**src/rtl/mprj2_pwrgood_pkg.sv**
```systemverilog
// mprj2_pwrgood_pkg: shared state encoding, counter width and counter helper for the mprj2 power-good sequencer
package mprj2_pwrgood_pkg;

    localparam int CNT_W = 16;

    typedef enum logic [1:0] {
        OFF     = 2'b00,
        QUALIFY = 2'b01,
        UNISO   = 2'b10,
        RUN     = 2'b11
    } pg_state_t;

    function automatic logic [CNT_W-1:0] cnt_inc(input logic [CNT_W-1:0] c);
        return (&c) ? c : c + 1'b1;
    endfunction

endpackage

```
**src/rtl/mprj2_hi_sync.sv**
```systemverilog
// mprj2_hi_sync: STAGES-deep flop chain bringing an asynchronous power-indicator net into the clock domain
//   clock  : destination clock
//   resetb : asynchronous active-low clear of every stage
//   d      : asynchronous input
//   q      : synchronized output (last stage)
module mprj2_hi_sync #(
    parameter int STAGES = 2
) (
    input  logic clock,
    input  logic resetb,
    input  logic d,
    output logic q
);

    logic [STAGES-1:0] sr;

    always_ff @(posedge clock or negedge resetb)
        if (!resetb) sr <= '0;
        else         sr <= {sr[STAGES-2:0], d};

    assign q = sr[STAGES-1];

endmodule

```
**src/rtl/mprj2_pwrgood_seq.sv**
```systemverilog
// mprj2_pwrgood_seq: qualifies the user-area-2 HI net and sequences isolation release and user reset
//   clock         : management clock
//   resetb        : asynchronous active-low reset
//   mprj2_hi      : asynchronous HI net from the user-area-2 tie-high cell
//   mprj2_en      : software enable, synchronous to clock
//   mprj2_iso_n   : 1 = interface pass-through, 0 = isolated
//   mprj2_rst_n   : active-low reset to user area 2
//   mprj2_pwrgood : power qualified stable
//   mprj2_state   : FSM state for status readback
//   mprj2_irq / mprj2_irq_clr : sticky power-lost flag and its clear, present only with MPRJ2_PWRGOOD_IRQ_EN
module mprj2_pwrgood_seq
    import mprj2_pwrgood_pkg::*;
#(
    parameter int SYNC_STAGES   = 2,
    parameter int STABLE_CYCLES = 256,
    parameter int RST_DELAY     = 16
) (
    input  logic       clock,
    input  logic       resetb,
    input  logic       mprj2_hi,
    input  logic       mprj2_en,
    output logic       mprj2_iso_n,
    output logic       mprj2_rst_n,
    output logic       mprj2_pwrgood,
`ifdef MPRJ2_PWRGOOD_IRQ_EN
    output logic       mprj2_irq,
    input  logic       mprj2_irq_clr,
`endif
    output logic [1:0] mprj2_state
);

    localparam logic [CNT_W-1:0] QUAL_LAST = CNT_W'(STABLE_CYCLES - 1);
    localparam logic [CNT_W-1:0] DLY_LAST  = CNT_W'(RST_DELAY - 1);

    pg_state_t        state;
    logic [CNT_W-1:0] cnt;
    logic             shutting;
    logic             hi_s;

    mprj2_hi_sync #(.STAGES(SYNC_STAGES)) u_hi_sync (
        .clock  (clock),
        .resetb (resetb),
        .d      (mprj2_hi),
        .q      (hi_s)
    );

    // Once pwrgood is set it stays set until power loss, so a drained FSM
    // sitting in QUALIFY can re-enter UNISO without requalifying.
    always_ff @(posedge clock or negedge resetb) begin
        if (!resetb) begin
            state         <= OFF;
            cnt           <= '0;
            shutting      <= 1'b0;
            mprj2_iso_n   <= 1'b0;
            mprj2_rst_n   <= 1'b0;
            mprj2_pwrgood <= 1'b0;
        end else if (!hi_s) begin
            state         <= OFF;
            cnt           <= '0;
            shutting      <= 1'b0;
            mprj2_iso_n   <= 1'b0;
            mprj2_rst_n   <= 1'b0;
            mprj2_pwrgood <= 1'b0;
        end else begin
            case (state)
                OFF: begin
                    state <= QUALIFY;
                    cnt   <= '0;
                end
                QUALIFY: begin
                    if (mprj2_pwrgood || cnt == QUAL_LAST) begin
                        mprj2_pwrgood <= 1'b1;
                        if (mprj2_en) begin
                            state       <= UNISO;
                            cnt         <= '0;
                            shutting    <= 1'b0;
                            mprj2_iso_n <= 1'b1;
                        end else begin
                            cnt <= cnt_inc(cnt);
                        end
                    end else begin
                        cnt <= cnt_inc(cnt);
                    end
                end
                UNISO: begin
                    if (shutting) begin
                        // Drain ignores the enable; a re-enable is honoured from QUALIFY.
                        if (cnt == DLY_LAST) begin
                            state       <= QUALIFY;
                            cnt         <= '0;
                            shutting    <= 1'b0;
                            mprj2_iso_n <= 1'b0;
                        end else begin
                            cnt <= cnt_inc(cnt);
                        end
                    end else if (!mprj2_en) begin
                        shutting <= 1'b1;
                        cnt      <= '0;
                    end else if (cnt == DLY_LAST) begin
                        state       <= RUN;
                        cnt         <= '0;
                        mprj2_rst_n <= 1'b1;
                    end else begin
                        cnt <= cnt_inc(cnt);
                    end
                end
                RUN: begin
                    if (!mprj2_en) begin
                        state       <= UNISO;
                        cnt         <= '0;
                        shutting    <= 1'b1;
                        mprj2_rst_n <= 1'b0;
                    end else begin
                        cnt <= cnt_inc(cnt);
                    end
                end
                default: begin
                    state <= OFF;
                    cnt   <= '0;
                end
            endcase
        end
    end

    assign mprj2_state = state;

`ifdef MPRJ2_PWRGOOD_IRQ_EN
    // pwrgood only ever falls on power loss, so the set term coincides with that edge.
    always_ff @(posedge clock or negedge resetb)
        if (!resetb) mprj2_irq <= 1'b0;
        else         mprj2_irq <= (mprj2_pwrgood & ~hi_s) | (mprj2_irq & ~mprj2_irq_clr);
`else
`endif

endmodule

```
**config.mk**
```make
export PLATFORM = sky130hd
export DESIGN_NAME = mprj2_pwrgood_seq
export DESIGN_NICKNAME = d
export VERILOG_FILES = /design/src/rtl/mprj2_pwrgood_pkg.sv /design/src/rtl/mprj2_hi_sync.sv /design/src/rtl/mprj2_pwrgood_seq.sv
export SDC_FILE = /design/constraint.sdc
export NUM_CORES = 1
export LEC_CHECK = 0
export CAP_MARGIN = 5
export CORE_MARGIN = 5
export CORE_UTILIZATION = 46
export DETAILED_ROUTE_END_ITERATION = 16
export GPL_TIMING_DRIVEN = 0
export PLACE_DENSITY = 0.64
export SLEW_MARGIN = 20
export SYNTH_ARGS = -nofsm -noshare
export SYNTH_HDL_FRONTEND = slang
export SYNTH_HIERARCHICAL = 1
export SYNTH_SLANG_ARGS = --single-unit
export TNS_END_PERCENT = 1
```
**constraint.sdc**
```tcl
create_clock -name clock -period 2.85 [get_ports clock]
set_input_delay 0.57 -clock clock [delete_from_list [all_inputs] [get_ports clock]]
set_output_delay 0.57 -clock clock [all_outputs]
set_load 0.01 [all_outputs]
```
==> results.yml <==
timing:
  max_slew_margin_pct: 64.84
  hold_viol_final: 0
  fmax_ghz: 0.4755
  period_needed_ns: 2.103
  rsz0062_at_grt: "no"
  finalSetupViolations: 0
  tightest_slew_ns: 0.5273
  skew_ns: 0.007536
  drv_slew: 0
  period_share_pct: 73.79
  tns_ns: 0
  setup_ws_ns: 0.7471
yosys:
  syn_nets: 158
  postSynthAreaPerCell_sq_um: 9.833
  synthFlopType: "dfrtp_1"
  synth_warnings: 6
  synth_commonest_cells: "dfrtp_1, nor2_1, nand2_1"
  synth.ff_latch_count: 24
  netlist_instances: 149
  synth-seq-area-share_pct: 40.99
  synth_area_leaders: "dfrtp_1, nor2_1, ha_1, xnor2_1, mux2i_1"
  ys_types: 40
  ys_async_sr_fraction_pct: 100.0
  yosysTopAreaCell: "dfrtp_1"
  synth.top_cell.area_share_pct: 40.99
  synth_edf_count: 0
  syn-cell-area_sq_mm: 0.001465
  yosysMostFrequentCell: "dfrtp_1"
drt:
  drt_iter0_drc: 68
  dr.pass1.iters: 4
  via_per_inst: 5.529
  via_count: 1128
  drtAntennaViolNets: 0
  drcViolationCount: 0
  drt_wl_total_mm: 2.874
  post_drt_wl_per_cell_um: 14.09
grt:
  antenna_found_initial: 0
  grt_pass1_vias: 1151
  grt_pass1_wl_mm: 5.257
  grt_start_max_net_pins: 25
  grt_overflow: 0
  globalRouteTotalUtil_pct: 15.40
cells_and_area:
  multiInputGateArea_sq_um: 774.5
  final_util_pct: 53.11
  nFillCells: 312
  final_nets: 170
  syn2layout_area_growth_pct: 10.67
  final_cells: 204
  stdcell_area_sq_mm: 0.001622
  drive_gt1_share_pct: 11.88
  num_antenna_cells: 0
  ff_latch_area_sq_um: 600.6
setup_path:
  crit_path_frequent_cell: "nor2_1"
  ff2ff_setup_slack_ns: 0.75
  worst-setup-path-type: "register to register"
  cp-end-kind: "register"
  crit_chain: "ha_1, nand3_1, nor2_1, a221oi_2, o31ai_4, buf_6, nor2_1"
  cp_top_family: "compound AO/OA/AOI/OAI gates"
  reg2reg_from: "cnt[0]$_DFF_PN0_"
  rr_endpoint: "cnt[7]$_DFF_PN0_"
  cp_max_fo: 10
  worst-path-buf-inv: 1
  worstSetupStartpointType: "register"
  critPathMaxStageDelay_ns: 0.49
  worst_r2r_path_depth: 7
  arrival_ns: 2.33
  slowest_stage: "o31ai_4"
  cp.required_ns: 3.08
floorplan:
  core_area_sq_mm: 0.003053
  die_h_um: 66.44
  die_w_um: 66.44
  start_util_pct: 47.99
  fp-row-count: 20
  top_level_ports: 9
  dieArea_sq_mm: 0.004414
power:
  leakage_nw: 0.6721
  power_density_mw_per_mm2: 460.7
  ir_drop_mv: 0.3436
job:
  maxCapViolations: 0
clock_tree:
  cts.clk_slew.worst_paths_ns: 0.14
  clk-insertion-delay-late_ns: 0.33
  clock_path_buffers: 2
  cts_sinks: 24
  cts_resized: 0
  htree_levels: 1
  cts_tree: "built"
  cts_root_buf: "clkbuf_4"
  cts_inserted_buffers: 3
  post_cts_buffers: 0
  cts.hold.buffers_added: 0
place:
  place.gp.congestion: 0.8627
  dp.final_hpwl_mm: 2.105
  portBuffers: 7
  placed_cell_area_sq_mm: 0.001590
  placed_cells: 200
  place_ws_ns: 0.7311
run_status:
  status: "completed"
min_path:
  hold_path_class: "input pin to asynchronous set/reset pin"
[layout by cell type, fill, tap and decap left out, types with 2 or more instances in the layout]
cell	count
nand2_1	12
nor3_1	9
a211oi_1	2
nand4_1	4
o211a_1	2
and2b_1	2
mux2i_1	6
clkdlybuf4s50_1	6
xnor2_1	7
nand3_1	4
inv_1	9
xor2_1	2
nor2_1	17
nor4_4	2
and3_2	3
a31oi_1	3
ha_1	5
nor4_1	6
dfrtp_1	24
clkbuf_4	3
o21ai_0	9
[worst max-delay path by stage]
stage | start | endpoint | slack (ns) | depth (start not counted)
floorplan | mprj2_state[0]$_DFFE_PN0P_ | mprj2_state[0]$_DFFE_PN0P_ | 1.06 | 7
global placement | cnt[0]$_DFF_PN0_ | cnt[11]$_DFF_PN0_ | 0.76 | 7
finish | cnt[0]$_DFF_PN0_ | cnt[7]$_DFF_PN0_ | 0.75 | 7
CTS | cnt[0]$_DFF_PN0_ | cnt[7]$_DFF_PN0_ | 0.71 | 7
detailed placement | cnt[0]$_DFF_PN0_ | cnt[11]$_DFF_PN0_ | 0.73 | 7
global route | cnt[0]$_DFF_PN0_ | cnt[7]$_DFF_PN0_ | 0.51 | 7
[per-layer routing]
layer | vias up | wire (um) | GRT usage [%]
li1 | 559 | - | -
met1 | 542 | 1425 | 21.79
met2 | 25 | 1290 | 23.79
met3 | 2 | 144 | 2.721
met4 | 0 | 14 | 4.569
met5 | - | 0 | 0
[cell type report]
cell class	count	area share [%]
multi-input combinational	112	47.76
sequential	24	37.04
tap	44	3.395
inverter	9	2.083
timing repair buffer	7	4.012
buffer	4	3.472
clock buffer	4	2.238
[cell families after synthesis]
group	Yosys count	synth area share, %
and+or+nand+nor	68	26.47
DFF	24	40.99
AOI/OAI and AO/OA	23	11.87
buffers and inverters	13	6.148
xor gates and xnor gates	9	5.380
muxes	7	4.868
adders and majority gates	5	4.270
[report_power, final]
group	switching, W	internal, W	total [W]	leakage (nW)
registers	0.0000163	0.000354	0.000370	0.329
logic	0.000104	0.0000851	0.000189	0.322
clock network	0.000110	0.0000783	0.000188	0.0210
[flip-flops by register name (all words and copies together), names as in the netlist]
| register | flops |
|---|---|
| mprj2_pwrgood | 1 |
| cnt | 16 |
| mprj2_rst_n | 1 |
| shutting | 1 |
| mprj2_iso_n | 1 |
| u_hi_sync/sr | 2 |
| mprj2_state | 2 |
[metrics by stage]
step           total power [W]  hold WS, ns
2_1_floorplan        0.0005073       0.2744
6_report             0.0007471       0.1954
3_3_place_gp         0.0005610       0.3446
3_5_place_dp         0.0005682       0.3418
5_1_grt              0.0007934       0.2453
4_1_cts              0.0007554       0.3821
Note: power is estimated with default switching activity, not from simulation.
